--- src/rtl/ukp_pad_pkg.sv ---
// Shared definitions for the ukp report to NES pad mapping: button bit positions,
// axis threshold decode and the serial shift order of the NES pad port.
package ukp_pad_pkg;

  localparam int BTN_A     = 0;
  localparam int BTN_B     = 1;
  localparam int BTN_SEL   = 2;
  localparam int BTN_STA   = 3;
  localparam int BTN_LEFT  = 4;
  localparam int BTN_RIGHT = 5;
  localparam int BTN_DOWN  = 6;
  localparam int BTN_UP    = 7;

  // btn_nes bit that lands in each shift register position; position 0 leaves first
  localparam logic [2:0] SER_IDX [0:7] = '{3'd0, 3'd1, 3'd2, 3'd3, 3'd7, 3'd6, 3'd4, 3'd5};

  typedef struct packed {
    logic lo;
    logic hi;
  } axis_dir_t;

  typedef struct packed {
    logic [7:0] btn;
    logic       ta;
    logic       tb;
  } raw_state_t;

  function automatic axis_dir_t axis_decode(input logic [7:0] v,
                                            input logic [7:0] lo_th,
                                            input logic [7:0] hi_th);
    axis_dir_t d;
    d.lo = (v < lo_th) ? 1'b1 : 1'b0;
    // a misconfigured threshold pair must still never report both directions
    d.hi = ((v > hi_th) && !d.lo) ? 1'b1 : 1'b0;
    return d;
  endfunction

  function automatic logic [7:0] to_serial(input logic [7:0] btn);
    logic [7:0] s;
    s = 8'h00;
    for (int i = 0; i < 8; i++) begin
      s[i] = btn[SER_IDX[i]];
    end
    return s;
  endfunction

endpackage

--- src/rtl/nes_pad_shifter.sv ---
// NES $4016-style pad port: parallel load while latched, LSB-first shift on each
// sclk rise, ones shifted in so the line idles high once the byte is exhausted.
module nes_pad_shifter (
  input  logic       clk,
  input  logic       rst_n,
  input  logic       latch,
  input  logic       sclk,
  input  logic [7:0] load_val,
  output logic       dout
);

  logic       sclk_q_r;
  logic [7:0] sr_r;
  logic       dout_r;
  logic       sclk_rise_s;

  assign sclk_rise_s = sclk & ~sclk_q_r;

  // latch has priority over a coincident shift clock rise
  always_ff @(posedge clk or negedge rst_n) begin
    if (!rst_n) begin
      sclk_q_r <= 1'b0;
      sr_r     <= 8'hFF;
      dout_r   <= 1'b1;
    end else begin
      sclk_q_r <= sclk;
      dout_r   <= sr_r[0];
      if (latch) begin
        sr_r <= load_val;
      end else if (sclk_rise_s) begin
        sr_r <= {1'b1, sr_r[7:1]};
      end else begin
        sr_r <= sr_r;
      end
    end
  end

  assign dout = dout_r;

endmodule

--- src/rtl/hid_pad_mapper.sv ---
// USB-HID report to NES pad mapper: frame validation, axis/button decode, turbo,
// stale-report timeout, and parallel plus serial pad outputs.
module hid_pad_mapper
  import ukp_pad_pkg::*;
#(
  parameter int         AXIS_Y_IDX = 3,
  parameter int         AXIS_X_IDX = 4,
  parameter int         BTN0_IDX   = 5,
  parameter int         BTN1_IDX   = 6,
  parameter int         BIT_A      = 5,
  parameter int         BIT_B      = 6,
  parameter int         BIT_TA     = 4,
  parameter int         BIT_TB     = 7,
  parameter int         BIT_SEL    = 4,
  parameter int         BIT_STA    = 5,
  parameter logic [7:0] AXIS_LO    = 8'h40,
  parameter logic [7:0] AXIS_HI    = 8'hC0,
  parameter int         MIN_BYTES  = 7,
  parameter int         MAX_BYTES  = 11,
  parameter int         TIMEOUT    = 12000000,
  parameter int         TURBO_HALF = 200000
) (
  input  logic       usbclk,
  input  logic       usbrst_n,
  input  logic       rpt_rdy,
  input  logic       rpt_stb,
  input  logic [7:0] rpt_dat,
  input  logic       turbo_en,
  input  logic       pad_latch,
  input  logic       pad_clk,
  output logic       pad_dout,
  output logic [7:0] btn_nes,
  output logic       btn_upd,
  output logic       rpt_err,
  output logic       stale
);

  localparam int CNT_W = $clog2(MAX_BYTES + 1);
  localparam int TMO_W = $clog2(TIMEOUT + 1);
  localparam int PH_W  = $clog2(TURBO_HALF + 1);

  logic             rdy_q_r;
  logic             stb_q_r;
  logic             act_r;
  logic [CNT_W-1:0] cnt_r;
  logic             ovf_r;
  logic [7:0]       shd_y_r;
  logic [7:0]       shd_x_r;
  logic [7:0]       shd_b0_r;
  logic [7:0]       shd_b1_r;
  raw_state_t       raw_r;
  logic [TMO_W-1:0] tmo_r;
  logic             stale_r;
  logic             upd_r;
  logic             err_r;
  logic [PH_W-1:0]  ph_cnt_r;
  logic             phase_r;
  logic [7:0]       btn_r;

  logic             rdy_rise_s;
  logic             rdy_fall_s;
  logic             stb_rise_s;
  logic             frame_ok_s;
  logic             commit_s;
  logic             reject_s;
  logic             tmo_hit_s;
  axis_dir_t        dy_s;
  axis_dir_t        dx_s;
  raw_state_t       dec_s;
  logic [7:0]       btn_next_s;
  logic [7:0]       ser_s;

  assign rdy_rise_s = rpt_rdy & ~rdy_q_r;
  assign rdy_fall_s = ~rpt_rdy & rdy_q_r;
  assign stb_rise_s = rpt_stb & ~stb_q_r;
  assign frame_ok_s = (cnt_r >= CNT_W'(MIN_BYTES)) & ~ovf_r;
  // act_r gates commit so a frame already open across reset release is discarded
  assign commit_s   = rdy_fall_s & act_r & frame_ok_s;
  assign reject_s   = rdy_fall_s & act_r & ~frame_ok_s;
  assign tmo_hit_s  = (tmo_r == TMO_W'(TIMEOUT - 1));

  // byte counting and shadow capture of the fields of interest
  always_ff @(posedge usbclk or negedge usbrst_n) begin
    if (!usbrst_n) begin
      rdy_q_r  <= 1'b1;
      stb_q_r  <= 1'b0;
      act_r    <= 1'b0;
      cnt_r    <= '0;
      ovf_r    <= 1'b0;
      shd_y_r  <= 8'h00;
      shd_x_r  <= 8'h00;
      shd_b0_r <= 8'h00;
      shd_b1_r <= 8'h00;
    end else begin
      rdy_q_r <= rpt_rdy;
      stb_q_r <= rpt_stb;
      if (rdy_rise_s) begin
        act_r <= 1'b1;
        cnt_r <= '0;
        ovf_r <= 1'b0;
      end else if (rdy_fall_s) begin
        act_r <= 1'b0;
      end else if (stb_rise_s && rpt_rdy) begin
        if (cnt_r == CNT_W'(MAX_BYTES)) begin
          ovf_r <= 1'b1;
        end else begin
          cnt_r <= cnt_r + CNT_W'(1);
        end
        if (cnt_r == CNT_W'(AXIS_Y_IDX)) shd_y_r  <= rpt_dat;
        if (cnt_r == CNT_W'(AXIS_X_IDX)) shd_x_r  <= rpt_dat;
        if (cnt_r == CNT_W'(BTN0_IDX))   shd_b0_r <= rpt_dat;
        if (cnt_r == CNT_W'(BTN1_IDX))   shd_b1_r <= rpt_dat;
      end
    end
  end

  // shadow fields to button state
  always_comb begin
    dy_s              = axis_decode(shd_y_r, AXIS_LO, AXIS_HI);
    dx_s              = axis_decode(shd_x_r, AXIS_LO, AXIS_HI);
    dec_s             = '0;
    dec_s.btn[BTN_UP]    = dy_s.lo;
    dec_s.btn[BTN_DOWN]  = dy_s.hi;
    dec_s.btn[BTN_LEFT]  = dx_s.lo;
    dec_s.btn[BTN_RIGHT] = dx_s.hi;
    dec_s.btn[BTN_STA]   = shd_b1_r[BIT_STA];
    dec_s.btn[BTN_SEL]   = shd_b1_r[BIT_SEL];
    dec_s.btn[BTN_B]     = shd_b0_r[BIT_B];
    dec_s.btn[BTN_A]     = shd_b0_r[BIT_A];
    dec_s.ta             = shd_b0_r[BIT_TA];
    dec_s.tb             = shd_b0_r[BIT_TB];
  end

  // commit/reject, stale timeout; a commit beats a timeout in the same cycle
  always_ff @(posedge usbclk or negedge usbrst_n) begin
    if (!usbrst_n) begin
      raw_r   <= '0;
      tmo_r   <= '0;
      stale_r <= 1'b1;
      upd_r   <= 1'b0;
      err_r   <= 1'b0;
    end else begin
      upd_r <= commit_s;
      err_r <= reject_s;
      if (commit_s) begin
        raw_r   <= dec_s;
        tmo_r   <= '0;
        stale_r <= 1'b0;
      end else if (tmo_hit_s) begin
        raw_r   <= '0;
        stale_r <= 1'b1;
      end else begin
        tmo_r <= tmo_r + TMO_W'(1);
      end
    end
  end

  // free-running turbo phase
  always_ff @(posedge usbclk or negedge usbrst_n) begin
    if (!usbrst_n) begin
      ph_cnt_r <= '0;
      phase_r  <= 1'b0;
    end else if (ph_cnt_r == PH_W'(TURBO_HALF - 1)) begin
      ph_cnt_r <= '0;
      phase_r  <= ~phase_r;
    end else begin
      ph_cnt_r <= ph_cnt_r + PH_W'(1);
    end
  end

  // turbo merge onto A/B
  always_comb begin
    btn_next_s        = raw_r.btn;
    btn_next_s[BTN_A] = raw_r.btn[BTN_A] | (turbo_en & raw_r.ta & phase_r);
    btn_next_s[BTN_B] = raw_r.btn[BTN_B] | (turbo_en & raw_r.tb & phase_r);
  end

  // registered parallel pad vector
  always_ff @(posedge usbclk or negedge usbrst_n) begin
    if (!usbrst_n) begin
      btn_r <= 8'h00;
    end else begin
      btn_r <= btn_next_s;
    end
  end

  assign ser_s = to_serial(btn_r);

  nes_pad_shifter u_shifter (
    .clk      (usbclk),
    .rst_n    (usbrst_n),
    .latch    (pad_latch),
    .sclk     (pad_clk),
    .load_val (ser_s),
    .dout     (pad_dout)
  );

  assign btn_nes = btn_r;
  assign btn_upd = upd_r;
  assign rpt_err = err_r;
  assign stale   = stale_r;

endmodule

--- config.mk ---
export PLATFORM = sky130hd
export DESIGN_NAME = hid_pad_mapper
export DESIGN_NICKNAME = d
export VERILOG_FILES = /design/src/rtl/ukp_pad_pkg.sv /design/src/rtl/nes_pad_shifter.sv /design/src/rtl/hid_pad_mapper.sv
export SDC_FILE = /design/constraint.sdc
export NUM_CORES = 1
export LEC_CHECK = 0
export ABC_AREA = 1
export BUFFER_PORTS_ARGS = -buffer_cell sky130_fd_sc_hd__buf_2
export CORE_UTILIZATION = 40
export DETAILED_ROUTE_END_ITERATION = 8
export HOLD_SLACK_MARGIN = 0.08
export PLACE_DENSITY = 0.61
export SYNTH_ARGS = -nofsm -noshare
export SYNTH_HDL_FRONTEND = slang
export SYNTH_SLANG_ARGS = --single-unit
--- constraint.sdc ---
create_clock -name usbclk -period 1.6 [get_ports usbclk]
set_input_delay 0.08 -clock usbclk [delete_from_list [all_inputs] [get_ports usbclk]]
set_output_delay 0.08 -clock usbclk [all_outputs]
set_load 0.05 [all_outputs]
# ---- Yosys cells after proc, flatten, opt, wreduce, memory -nomap -nowiden
# Cells that the tools add are included.
# W data, S select, Z words.
dict set report totals {
  ff_bits 112
  inputBits 15
  elab_cells 102
}
dict set report classes {
  addsub 3
  n_eq_ne 10
  order_cmp 5
  muxes 23
  bitwise_logic 23
  reduce_logical 16
}
# operator n
set ops {}
lappend ops {{$mux W24} 2}
lappend ops {{$add A24 B1 Y24 const B} 1}
lappend ops {{$eq A24 B24 Y1 const B} 1}
lappend ops {{$mux W10} 2}
lappend ops {{$add A18 B1 Y18 const B} 1}
lappend ops {{$eq A18 B18 Y1 const B} 1}
lappend ops {{$mux W18} 1}
lappend ops {{$gt A8 B8 Y1 const B} 2}
lappend ops {{$lt A8 B7 Y1 const B} 2}
lappend ops {{$mux W4} 4}
lappend ops {{$mux W8} 2}
lappend ops {{$reduce_and A4 Y1} 4}
lappend ops {{$and A1 B1 Y1} 12}
lappend ops {{$eq A4 B3 Y1 const B} 3}
lappend ops {{$mux W1} 12}
lappend ops {{$reduce_bool A2 Y1} 5}
lappend ops {{$not A1 Y1} 9}
lappend ops {{$ne A2 B2 Y1 const B} 3}
lappend ops {{$reduce_and A3 Y1} 2}
lappend ops {{$add A4 B1 Y4 const B} 1}
lappend ops {{$eq A4 B2 Y1 const B} 1}
lappend ops {{$eq A4 B4 Y1 const B} 1}
lappend ops {{$ge A4 B3 Y1 const B} 1}
lappend ops {{$logic_and A1 B1 Y1} 3}
lappend ops {{other kinds (2)} 4}

# ---- Depth between registers and ports, before layout
# Gate-level depths: netlist (run 1).
dict set report logic_depth {
  word_depth 6
  mapped_depth 10
}

# ---- Cells and area by module
# From an unflattened synthesis (run 1), not the netlist that was laid out.
dict set report unflattened {
  cells_unflattened 632
  hier_area_um2 5170.0
}
# module area_per_inst_um2 n_inst cells_each seq_area_each_um2
set by_module_without_submodules {}
lappend by_module_without_submodules {hid_pad_mapper 4658.2 1 570 2354.8}
lappend by_module_without_submodules {nes_pad_shifter 511.7 1 62 261.5}

# ---- Least setup slack after synthesis (run 1)
# OpenSTA, ideal clock, no wires.
dict set report synth_path {
  kind {reg2reg}
  startpoint {reg rdy_q_r}
  endpoint {reg shd_y_r[5]}
  stages_incl_launch_ff 8
  n_path_buf 1
  setup_time_ns 0.126
  period_less_slack_ns 1.426
  setup_slack_ns 0.174
  arrival_ns 1.300
  t_required_ns 1.474
  cell_sequence {dfstp_2 ha_1 inv_1 nor2_4 nand4_4 buf_2 nand2_1 o21ai_0}
}
dict set report synth_between {
  elab_chain_len 4
  elab_cells_between_ends 6
  classes_between {bitwise (5); reduce/logical (1)}
}
# element line
set synth_lines {}
lappend synth_lines {{start: declaration} hid_pad_mapper.sv:42} ;# logic rdy_q_r;
lappend synth_lines {{start signal: assignment} hid_pad_mapper.sv:95} ;# rdy_q_r <= rpt_rdy;
lappend synth_lines {{$not A1 Y1} hid_pad_mapper.sv:73} ;# assign rdy_rise_s = rpt_rdy & ~rdy_q_r;
lappend synth_lines {{$and A1 B1 Y1} hid_pad_mapper.sv:73}
lappend synth_lines {{$not A1 Y1 (no source line)} n/a}
lappend synth_lines {{$reduce_and A4 Y1 (no source line) (*)} n/a}
lappend synth_lines {{end signal: assignment} hid_pad_mapper.sv:109} ;# if (cnt_r == CNT_W'(AXIS_Y_IDX)) shd_y_r <= rpt_dat;
lappend synth_lines {{end: declaration} hid_pad_mapper.sv:47} ;# logic [7:0] shd_y_r;
# Every way passes the cells marked *; elsewhere a longest branch is shown, timed or not.
# A chain may end at the register's enable or synchronous reset.

# ---- Worst setup path after layout (run 1)
dict set report layout_path {
  startpoint {reg rdy_q_r}
  endpoint {reg shd_x_r[0]}
}
dict set report layout_between {
  elab_chain_len 4
  elab_cells_between_ends 6
  classes_between {bitwise (5); reduce/logical (1)}
}
# element line
set layout_lines {}
lappend layout_lines {{$not A1 Y1} hid_pad_mapper.sv:73}
lappend layout_lines {{$and A1 B1 Y1} hid_pad_mapper.sv:73}
lappend layout_lines {{$not A1 Y1 (no source line)} n/a}
lappend layout_lines {{$reduce_and A4 Y1 (no source line) (*)} n/a}
lappend layout_lines {{end signal: assignment} hid_pad_mapper.sv:110} ;# if (cnt_r == CNT_W'(AXIS_X_IDX)) shd_x_r <= rpt_dat;
lappend layout_lines {{end: declaration} hid_pad_mapper.sv:48} ;# logic [7:0] shd_x_r;
# Marks and branches as above.

==> results of run 1 <==
-- registers in the layout, summed over array words and instances, names as in the netlist, 4 cells and up --
signal and count:
shd_y_r 8, shd_x_r 8, raw_r 4, tmo_r 24, ph_cnt_r 18, cnt_r 4
shd_b0_r 4, u_shifter.sr_r 8, btn_nes 8, btn_next_s 6
-- layout by cell type (no fill, tap or decap), types with 11 or more instances in the layout --
master	synthesis	routed
buf_2	4	25
o21ai_0	27	20
buf_4	2	19
nor2_1	88	87
nand2_1	181	181
dfrtp_1	93	93
nand4_1	16	16
dlygate4sd3_1	0	14
nand3_1	49	48
dfstp_2	11	11
xor2_1	12	12
inv_1	69	66
-- synthesized netlist by cell type, drive strengths merged --
cell type,number
a21oi,8
a22oi,1
a31o,2
and2,2
buf,8
clkbuf,1
dfrtp,93
dfstp,11
ha,9
inv,72
nand2,187
nand3,51
nand3b,3
nand4,19
nor2,95
nor3,9
nor4,2
o211ai,1
o21ai,31
o311ai,1
or2,4
xnor2,4
xor2,12
-- layer usage --
metal / vias up / track usage
met5: - / 0
met4: 0 / 0.0545
met3: 12 / 0.0343
met2: 89 / 0.278
met1: 1923 / 0.226
li1: 2118 / -
-- power by group through the flow --
stage                     Combinational, mW  Clock (mW)  Sequential, mW
after global placement                 1.63           0            3.60
after global routing                   2.06        2.29            3.64
final                                  1.82        2.11            3.56
after CTS                              1.70        2.19            3.57
after detailed placement               1.66           0            3.61
after floorplan                        1.11           0            3.66
-- what timing repair did --
action,in CTS,in global routing
hold endpoints to repair,59,0
hold buffers,14,0
gates resized for setup,0,18
setup endpoints to repair,0,41
setup buffers,0,6
-- worst min-delay path by stage --
stage | startpoint | end | slack, ps | cells after the start
after floorplan | usbrst_n | act_r | -220 | 0
after global placement | usbrst_n | ph_cnt_r[15] | 50 | 1
after detailed placement | usbrst_n | ph_cnt_r[15] | 60 | 1
after CTS | rpt_rdy | ovf_r | 170 | 3
after global routing | rpt_rdy | ovf_r | 220 | 3
final | rpt_rdy | ovf_r | 210 | 3
-- logic make-up (layout without fill, tap and decap cells) --
logic type	count (synthesis)	after routing	share of synthesized area
adders and majority gates	9	9	0.0221
and+or+nand+nor	372	373	0.325
DFF	104	104	0.513
AOI/OAI and AO/OA	44	44	0.0471
buffers and inverters	81	149	0.0655
xor gates and xnor gates	16	16	0.0275
-- tightest hold or removal path: cells and delay by family --
kind / cells / cell delay, ps
adder cells (fa/ha/maj): 1 / 210
buffers and inverters: 1 / 110
AO/OA/AOI/OAI: 1 / 110
-- area by class of cell --
type                       count  area [sq um]  share of cell area
multi-input combinational    442          2200               0.365
clock inverter                 7          65.1              0.0108
sequential                   104          2620               0.433
inverter                      72           273              0.0451
clock buffer                   9           225              0.0373
tap                          168           210              0.0348
timing repair buffer          61           450              0.0745
-- through the flow --
stage	TNS [ps]	setup slack (ps)	hold slack (ps)
5_1_grt	-605	-70.0	224
3_3_place_gp	0	111	54.9
4_1_cts	0	12.9	173
6_report	0	11.3	210
3_5_place_dp	0	35.5	62.4
2_1_floorplan	0	174	-216
==> reports/summary.md, run 1 <==
The flow ran to the end, and the final reports show no timing, DRC or antenna violations. Data on the critical path is required at its endpoint by 1830 ps. The combinational fraction of design power was 0.243. For the pin with the worst max-slew slack, the measured transition is 482 ps. In this run the static leakage power is 2.97 nW.

Largest delay contributor family on the critical path: flip-flops. The via count is 4,142. The critical path's slowest cell is dfstp_2. The number of nets produced by synthesis is 650, and the full die area is 13,200 sq um. The floorplan step set the die width to 115 um. The switching component of the power was 2.57 mW; the maximum resistive drop on vdd was 577 uV.

Walking the worst path, the cells encountered are ha_4 -> inv_2 -> nor2_4 -> buf_6 -> nand4_4 -> nand2_1 -> o21ai_0. For this run, the top clock speed supported by timing is 0.629 GHz. The placed wire-length estimate is 7720 um, and the effective utilization at floorplan is 0.418. The tools report the standard cell core area as 12,200 sq um. The largest total area in the synthesized netlist belongs to dfrtp_1. Fraction of final layout cells sized beyond drive strength 1: 0.160. Worst flop-to-flop path endpoint: shd_x_r[0]. Clock skew on the completed layout was measured at 5.07 ps.

The internal power summed over all cells was 4.93 mW. Dividing the detail-routed via count by the number of cells gives 4.80. Buffers inserted during clock tree synthesis total 9. After detailed routing, no signal wire sits above met4. Switching share of power: 0.343. After detailed routing, the met3 layer carries 391 um of wire. For the number of placed cells counting well taps, the log shows 826. The combined global-route utilization of all metal layers was 0.170. For the wire length after detailed routing, the log shows 10,700 um. The category of the critical setup timing path was flip-flop to flip-flop. The finished cells cover 6040 sq um. The final period utilization was 0.993. Setup repair after global routing could not meet its margin everywhere. The largest net degree at the start of global routing came out at 40.

The logs give 3,897 for the via count of the first global-routing pass and 40 for the number of cell rows. After global routing the overflow that remains totals 0. Relative contribution of the clock network to total power: 0.282. Counting flops and latches in the post-synthesis netlist gives 104. The run gives 0.513 as the sequential fraction of the synthesis area. The cell count after synthesis came out at 626.

CTS built an H-tree with a depth of 3. The final critical path time including I/O delays and setup was 1590 ps; the wire length on met2 was 4940 um. Setup violations remaining at the end of the flow were counted as 0.

The Yosys warning count was 0; the count of maximum capacitance violations was 0. Compared with the post-synthesis result, the final layout area differs by 18.5%. The number of slew-limit violations in the final report is 0, and the number of logic stages on the critical path including buffering is 7. The buffering stage count on the worst path with inverters included works out to 2. The tools report the I/O pin total as 27.

At the end of routability-driven placement, the weighted congestion stood at 0.924. For the number of sinks on the clock net, the log shows 104. The detail route stage leaves a number of antenna-violating nets equal to 0. In this run the worst setup path begins at rdy_q_r.

The post-placement cell area is 5510 sq um. The first global-routing pass estimated 17,900 um of wire. For the sum of routed wire segments on met1, the log shows 5240 um.

The routed wire length per instance came out at 12.4 um. The number of distinct library cell variants in the gate-level netlist after synthesis was 35; the proportion of netlist area held by the largest area contributor was 0.456. Leaving out filler cells and counting taps, the final layout contains 863. Cell count of the worst reg-to-reg path: 7. After synthesis, the cell types taking the most area are dfrtp_1, nand2_1, nor2_1.

For the part of the total power dissipated in sequential elements, the log shows 0.475. In this run the clock root is driven by a clkbuf_16. Number of filler instances in the final layout: 1,200. The biggest fanout along the worst timing path works out to 8. The first routing iteration left 326 violations.

The number of antenna violations at the first check in global routing came out at 0. Data arrives at the worst endpoint at 1810 ps. The average instance in the mapped netlist occupies 8.15 sq um. TritonCTS built the clock tree. The number of failing hold endpoints at the final stage is 0. The launch point of the worst reg-to-reg path was rdy_q_r. The synthesized netlist occupies a cell area of 5100 sq um. For the total chip power, the log shows 7.50 mW.

Clock transition at the registers of the reported paths: 70 ps. The path class of the tightest hold or removal check is input pin to flip-flop. The run gives 340 ps as the clock latency of the later-clocked register in the worst-skew pair.

Port buffering added 26 buffers. End-of-flow core utilization: 0.495. In this run the power density over the cells is 1240 nW/um^2. The element type at the critical path end was a flip-flop.

The number of nets in the final layout is 714, and the largest stage delay on the critical path is 580 ps. Following the worst setup path forward leads to its endpoint at shd_x_r[0]. STA classifies the critical path startpoint as a flip-flop. After detailed routing, the number of remaining DRC violations is 0. The worst reg-to-reg setup slack came out at 10 ps. The tools report the number of optimization iterations in the first detailed-route pass as 5. The tightest slew margin relative to the limit came out at 0.678. The die height is 115 um, and the number of inserted diodes is 0. No sink is reached through more buffers than the 2 on the longest clock path.
Power figures use the tool's default switching activity.
==> run 2, diff against run 1 <==
- clock period: 1.6 -> 1.72 ns (I/O delays scaled with it)
==> run 2 against run 1 <==
Net effect: first-iteration DRC count is 31% lower; global-route usage is 0.42 points higher; core utilization is 1.2 points lower; non-clock buffer count is 11 lower; total power is 9.2% lower; sequential power is 6.5% lower; clock power is 9% lower.
==> reports/summary.md, run 2 (synthesis gave the netlist of run 1 again) <==
The flow ran to the end, and the final reports show no timing, DRC or antenna violations. The switching share of power was 0.338 (was 0.343). Class of the worst hold path: input pin to async pin (was input pin to flip-flop). The category of the critical setup timing path is input pin to flip-flop (was flip-flop to flip-flop). The number of cell rows was 40 (unchanged). The maximum buffer depth of the clock tree came out at 2 (unchanged). The largest net degree at the start of global routing came out at 105 (was 40). The register with the most flip-flops was tmo_r (unchanged). The standby leakage power was 2.91 nW (was 2.97 nW). The logs give 2.30 mW (was 2.57 mW) for the switching component of the power and 13,200 sq um (unchanged) for the full die area. The number of flip-flops in the largest register is 24 (unchanged). Root buffer cell: clkbuf_16 (unchanged). The logs give 4.51 mW (was 4.93 mW) for the internal power summed over all cells and 7580 um (was 7720 um) for the placed wire-length estimate. The number of optimization iterations in the first detailed-route pass is 4 (was 5). The run gives 4,033 (was 4,142) as the via count.

The clock latency of the later-clocked register in the worst-skew pair came out at 350 ps (was 340 ps). The final period utilization is 0.925. For the post-placement cell area, the log shows 5460 sq um (was 5510 sq um).

For the total chip power, the log shows 6.81 mW (was 7.50 mW). The setup slack of the critical path after layout was 128 ps (was 11.3 ps). The number of sinks on the clock net was 104 (unchanged).

The largest clock skew in the final design was 7.09 ps (was 5.07 ps); the wire length after detailed routing was 10,200 um (was 10,700 um). The tools report the count of maximum capacitance violations as 0 (unchanged). The via count normalized by instance count was 4.74 (was 4.80).

The required arrival time at the worst endpoint was 1960 ps (was 1830 ps); the fraction of final layout cells sized beyond drive strength 1 was 0.135 (was 0.160). The tightest hold margin came out at 336 ps (was 210 ps). For the arrival time of the worst setup path, the log shows 1830 ps (was 1810 ps). Setup repair after global routing could not meet its margin everywhere. The run gives 0 (unchanged) as the final number of setup-violating endpoints.

The logs give 0 (unchanged) for the number of slew-limit violations in the final report and 12,200 sq um (unchanged) for the standard cell core area. The transition time at the pin with the least slew margin is 525 ps (was 482 ps). Number of nets in the final layout: 702 (was 714). Horizontal die dimension: 115 um (unchanged). TritonCTS built the clock tree. The tools report the part of the total power dissipated in sequential elements as 0.489 (was 0.475).

The effective utilization at floorplan came out at 0.418 (unchanged). The tools report the final total negative setup slack as 0 ps (unchanged). The tools report the number of inserted diodes as 0 (unchanged).

The tools report the via count of the first global-routing pass as 3,918 (was 3,897). The worst flop-to-flop path endpoint was tmo_r[18] (was shd_x_r[0]). The area added between synthesis and finish came out at 15.6% (was 18.5%). The final non-filler cell total came out at 851 (was 863). Commonest cells after routing, fill and taps aside: nand2_1, dfrtp_1, nor2_1 (unchanged). The first-pass GRT wire length is 18,100 um (was 17,900 um).

The remaining global-route overflow was 0 (unchanged). The combinational fraction of design power is 0.229 (was 0.243), and the number of placed cells counting well taps is 820 (was 826). End point of the critical path: shd_x_r[7] (was shd_x_r[0]). The final instance area was 5900 sq um (was 6040 sq um). The routability congestion estimate from global placement is 0.901 (was 0.924), and the routed wire length per instance is 12.0 um (was 12.4 um).

Most common cell after layout, fill and taps aside: nand2_1 (unchanged). The element type at the critical path end is a flip-flop (unchanged). The count of port buffers added during placement is 26 (unchanged).

The tightest slew margin relative to the limit came out at 0.650 (was 0.678). The die height was 115 um (unchanged). Regs by FF count: tmo_r x24, ph_cnt_r x18 (unchanged). The sort of element at the start of the critical path is an input pin (was a flip-flop). The post-placement setup slack was 152 ps (was 35.5 ps). The timing startpoint of the critical path was rpt_rdy (was rdy_q_r).

The I/O pin total was 27 (unchanged). The tools report the launch point of the worst reg-to-reg path as tmo_r[0] (was rdy_q_r). The run gives 0.483 (was 0.495) as the end-of-flow core utilization.

The number of buffers added by the clock tree synthesis step was 9 (unchanged). The run gives 0 (unchanged) as the number of antenna violations at the first check in global routing. The post-route DRC violation count is 0 (unchanged), and the total power divided by cell area is 1150 nW/um^2 (was 1240 nW/um^2).

Based on the critical path, the design can be clocked at up to 0.628 GHz. Worst reg-to-reg setup slack: 170 ps (was 10 ps). The combined global-route utilization of all metal layers was 0.174 (was 0.170). The cell count of the worst reg-to-reg path is 8 (was 7).

The number of failing hold endpoints at the final stage was 0 (unchanged); the count of antenna-violating nets left after detailed routing was 0 (unchanged). The run gives 226 (was 326) as the number of DRC violations after detailed-routing iteration 0. The final critical path time including I/O delays and setup was 1590 ps; the clock transition at the registers of the reported paths was 70 ps (about the same). The maximum resistive drop on vdd was 606 uV (was 577 uV); the biggest fanout along the worst timing path was 16 (was 8). The tools report the number of H-tree levels as 3 (unchanged). The relative contribution of the clock network to total power was 0.282 (about the same).
[run 2: cell type report]
type                    count  area (sq um)
fillers                  1215          6310
flip-flops and latches    104          2620
multi-input cells         441          2160
repair buffers             50           360
inverters                  72           273
clock buffers               9           225
well taps                 168           210
clock inverters             7          53.8
[run 2: critical path: stages]
cell	delay [ps]
dlygate4sd3_1	510
buf_2	140
inv_1	70
ha_1	320
inv_1	80
nor2_4	170
nand4_4	240
nand2_1	130
o21ai_0	80
[run 2: worst min path at each step]
stage	depth (start not counted)	to	start	slack, ps
global route	0	u_shifter.dout	u_shifter.sr_r[0]	380
global placement	2	ph_cnt_r[14]	usbrst_n	190
floorplan	0	act_r	usbrst_n	-210
detailed placement	2	ph_cnt_r[12]	usbrst_n	200
finish	3	ph_cnt_r[12]	usbrst_n	340
CTS	3	ph_cnt_r[16]	usbrst_n	360
[run 2: repair_timing]
action                                  4_1_cts  5_1_grt
setup buffers                                 0        1
resized for setup                             0        4
endpoints found under the setup margin        0       13
hold buffers                                 14        0
hold endpoints to repair                    123        0
[run 2: layer usage]
layer / routed length, um / GRT usage
met1: 4960 / 0.229
met2: 4760 / 0.278
met3: 381 / 0.0501
met4: 150 / 0.0545
met5: 0 / 0
[run 2: power groups by stage]
stage	combinational, mW	clock (mW)	sequential [mW]
6_report	1.56	1.92	3.33
5_1_grt	1.78	2.09	3.40
4_1_cts	1.57	1.99	3.33
3_5_place_dp	1.55	0	3.37
3_3_place_gp	1.50	0	3.35
2_1_floorplan	1.04	0	3.40
==> run 3, diff against run 2 <==
- PLACE_DENSITY: 0.61 -> 0.63
- clock period: 1.72 -> 1.4 ns (I/O delays scaled with it)
==> run 3 against run 2 <==
Net effect: the run now ends with negative setup slack left; clock skew rose by 2.1 ps; core utilization grew 7.4 points; sequential cell count unchanged; first-iteration DRC count rose by 10%.
==> reports/summary.md, run 3 (synthesis gave the netlist of run 1 again) <==
The run gives 40 (unchanged) as the number of cell rows. The standby leakage power is 3.24 nW (was 2.91 nW). The run gives 0.660 GHz as the maximum achievable frequency.

Class of the worst hold path: input pin to async pin (unchanged). The register with the most flip-flops is tmo_r (unchanged). The number of nets in the final layout is 750 (was 702), and the count of port buffers added during placement is 26 (unchanged). Setup repair after global routing could not meet its margin everywhere.

The arrival time of the worst setup path is 1740 ps (was 1830 ps). Commonest cells after routing, fill and taps aside: nand2_1, dfrtp_1, nor2_1 (unchanged). Total power divided by cell area: 1340 nW/um^2 (was 1150 nW/um^2). The run gives 0 (unchanged) as the count of antenna-violating nets left after detailed routing. The logs give 0 (unchanged) for the number of slew-limit violations in the final report and 4,405 (was 4,033) for the via count. For the standard cell core area, the log shows 12,200 sq um (unchanged).

The routed wire length per instance was 13.1 um (was 12.0 um). The die height is 115 um (unchanged), and the number of H-tree levels is 3 (unchanged). The root buffer cell is clkbuf_16 (unchanged). The clock transition at the registers of the reported paths works out to 70 ps (about the same). The tools report the sort of element at the start of the critical path as a flip-flop (was an input pin). The tools report the launch point of the worst reg-to-reg path as tmo_r[1] (was tmo_r[0]). The category of the critical setup timing path is flip-flop to flip-flop (was input pin to flip-flop). The tools report the final non-filler cell total as 899 (was 851). The number of filler instances in the final layout is 1,111 (was 1,215). The tightest slew margin relative to the limit is 0.689 (was 0.650), and the final number of setup-violating endpoints is 43 (was 0). The count of maximum capacitance violations was 0 (unchanged). The final reports fail on negative setup slack. The tools report the clock latency of the later-clocked register in the worst-skew pair as 350 ps (about the same). The run gives 11,700 um (was 10,200 um) as the wire length after detailed routing. The run gives 7730 um (was 7580 um) as the placed wire-length estimate. The most common cell after layout, fill and taps aside was nand2_1 (unchanged). The run gives 19,100 um (was 18,100 um) as the first-pass GRT wire length.

The tools report the number of sinks on the clock net as 104 (unchanged). For the I/O pin total, the log shows 27 (unchanged). Number of antenna violations at the first check in global routing: 0 (unchanged). The remaining global-route overflow was 0 (unchanged); the setup slack of the critical path after layout was -115 ps (was 128 ps). The transition time at the pin with the least slew margin came out at 464 ps (was 525 ps).

Total chip power: 9.14 mW (was 6.81 mW). The number of placed cells counting well taps was 847 (was 820). The run gives 0 (unchanged) as the number of failing hold endpoints at the final stage. Element type at the critical path end: a flip-flop (unchanged). The timing startpoint of the critical path is tmo_r[1] (was rpt_rdy). For the combined global-route utilization of all metal layers, the log shows 0.182 (was 0.174). The post-route DRC violation count was 0 (unchanged); the final period utilization was 1.08. The via count of the first global-routing pass came out at 4,212 (was 3,918). The maximum resistive drop on vdd was 890 uV (was 606 uV).

The flow ran to the end, but the final reports show violations. The number of buffers added by the clock tree synthesis step is 9 (unchanged), and the final critical path time including I/O delays and setup is 1510 ps. The number of flip-flops in the largest register is 24 (unchanged), and the number of inserted diodes is 0 (unchanged).

The via count normalized by instance count was 4.90 (was 4.74); the full die area was 13,200 sq um (unchanged). The biggest fanout along the worst timing path was 7 (was 16). The logs give 0.418 (unchanged) for the effective utilization at floorplan and 38 (was 105) for the largest net degree at the start of global routing. Regs by FF count: tmo_r x24, ph_cnt_r x18 (unchanged). Number of optimization iterations in the first detailed-route pass: 5 (was 4). Routability congestion estimate from global placement: 0.845 (was 0.901). TritonCTS built the clock tree. The number of DRC violations after detailed-routing iteration 0 was 249 (was 226). The cell count of the worst reg-to-reg path works out to 9 (was 8). The logs give 9.21 ps (was 7.09 ps) for the largest clock skew in the final design and 0.557 (was 0.483) for the end-of-flow core utilization. The horizontal die dimension works out to 115 um (unchanged).

The tools report the maximum buffer depth of the clock tree as 2 (unchanged). The final total negative setup slack was -2540 ps (was 0 ps); the area added between synthesis and finish was 33.4% (was 15.6%). The fraction of final layout cells sized beyond drive strength 1 was 0.301 (was 0.135); the required arrival time at the worst endpoint was 1630 ps (was 1960 ps).
-- run 3: cell count changes in the layout (fill, tap and decap cells not counted), moves of 12 or more --
cell	change
nand3_2	+14
nor2_1	-20
nor2_2	+12
nand2_2	+18
buf_4	+30
nand3_1	-16
nand2_1	-20
-- run 3: worst paths after layout --
kind                                     end  slack (ps)
setup / recovery                    tmo_r[0]        -110
hold / removal                  ph_cnt_r[17]         150
setup reg to reg                    tmo_r[0]        -110
hold reg to reg               u_shifter.dout         370
max in group asynchronous  u_shifter.sr_r[4]         670
min in group usbclk                  rpt_err         230
-- run 3: worst max-delay path: stages (launching register included) --
cell     delay (ps)
dfrtp_1         370
ha_2            190
nand2_2          70
nor2_4          200
nand2_2         100
inv_2            80
nand3_4         110
buf_12          170
nand3_1          60
nand2_1          50
-- run 3: metal layers --
layer | part of all wire | track usage | vias up
li1 | - | - | 2184
met1 | 0.47 | 0.242 | 2135
met2 | 0.48 | 0.298 | 72
met3 | 0.035 | 0.0358 | 14
met4 | 0.012 | 0.0597 | 0
met5 | 0 | 0 | -
-- run 3: through the flow --
stage / worst slack (ps) / hold WS [ps] / cell area, sq um
finish: -115 / 148 / 6800
detailed placement: -89.1 / -25.6 / 5720
global placement: -67.1 / -25.2 / 5720
global route: -231 / 181 / 6800
CTS: -77.6 / 146 / 6310
floorplan: -16.4 / -226 / 5130
-- run 3: final cells by class --
cell class	count	area, sq um	area share
multi-input cells	442	2510	0.369
flip-flops and latches	104	2620	0.385
well taps	168	210	0.0309
clock buffers	12	256	0.0377
repair inverters	1	16.3	0.00239
repair buffers	96	862	0.127
inverters	72	297	0.0436
clock inverters	4	27.5	0.00405
-- run 3: power by group --
group          internal (mW)  switching (mW)  leakage, nW
Combinational           1.12            1.51         1.77
Clock                   1.31            1.10        0.143
Sequential              3.61           0.491         1.33
Total                   6.04            3.09         3.24
-- run 3: repair_timing --
item	4_1_cts	5_1_grt
resized for setup	21	100
buffers inserted	5	12
cloned	2	4
pin swaps	8	27
hold buffers	14	0
setup endpoints to repair	38	71
hold endpoints to repair	127	0
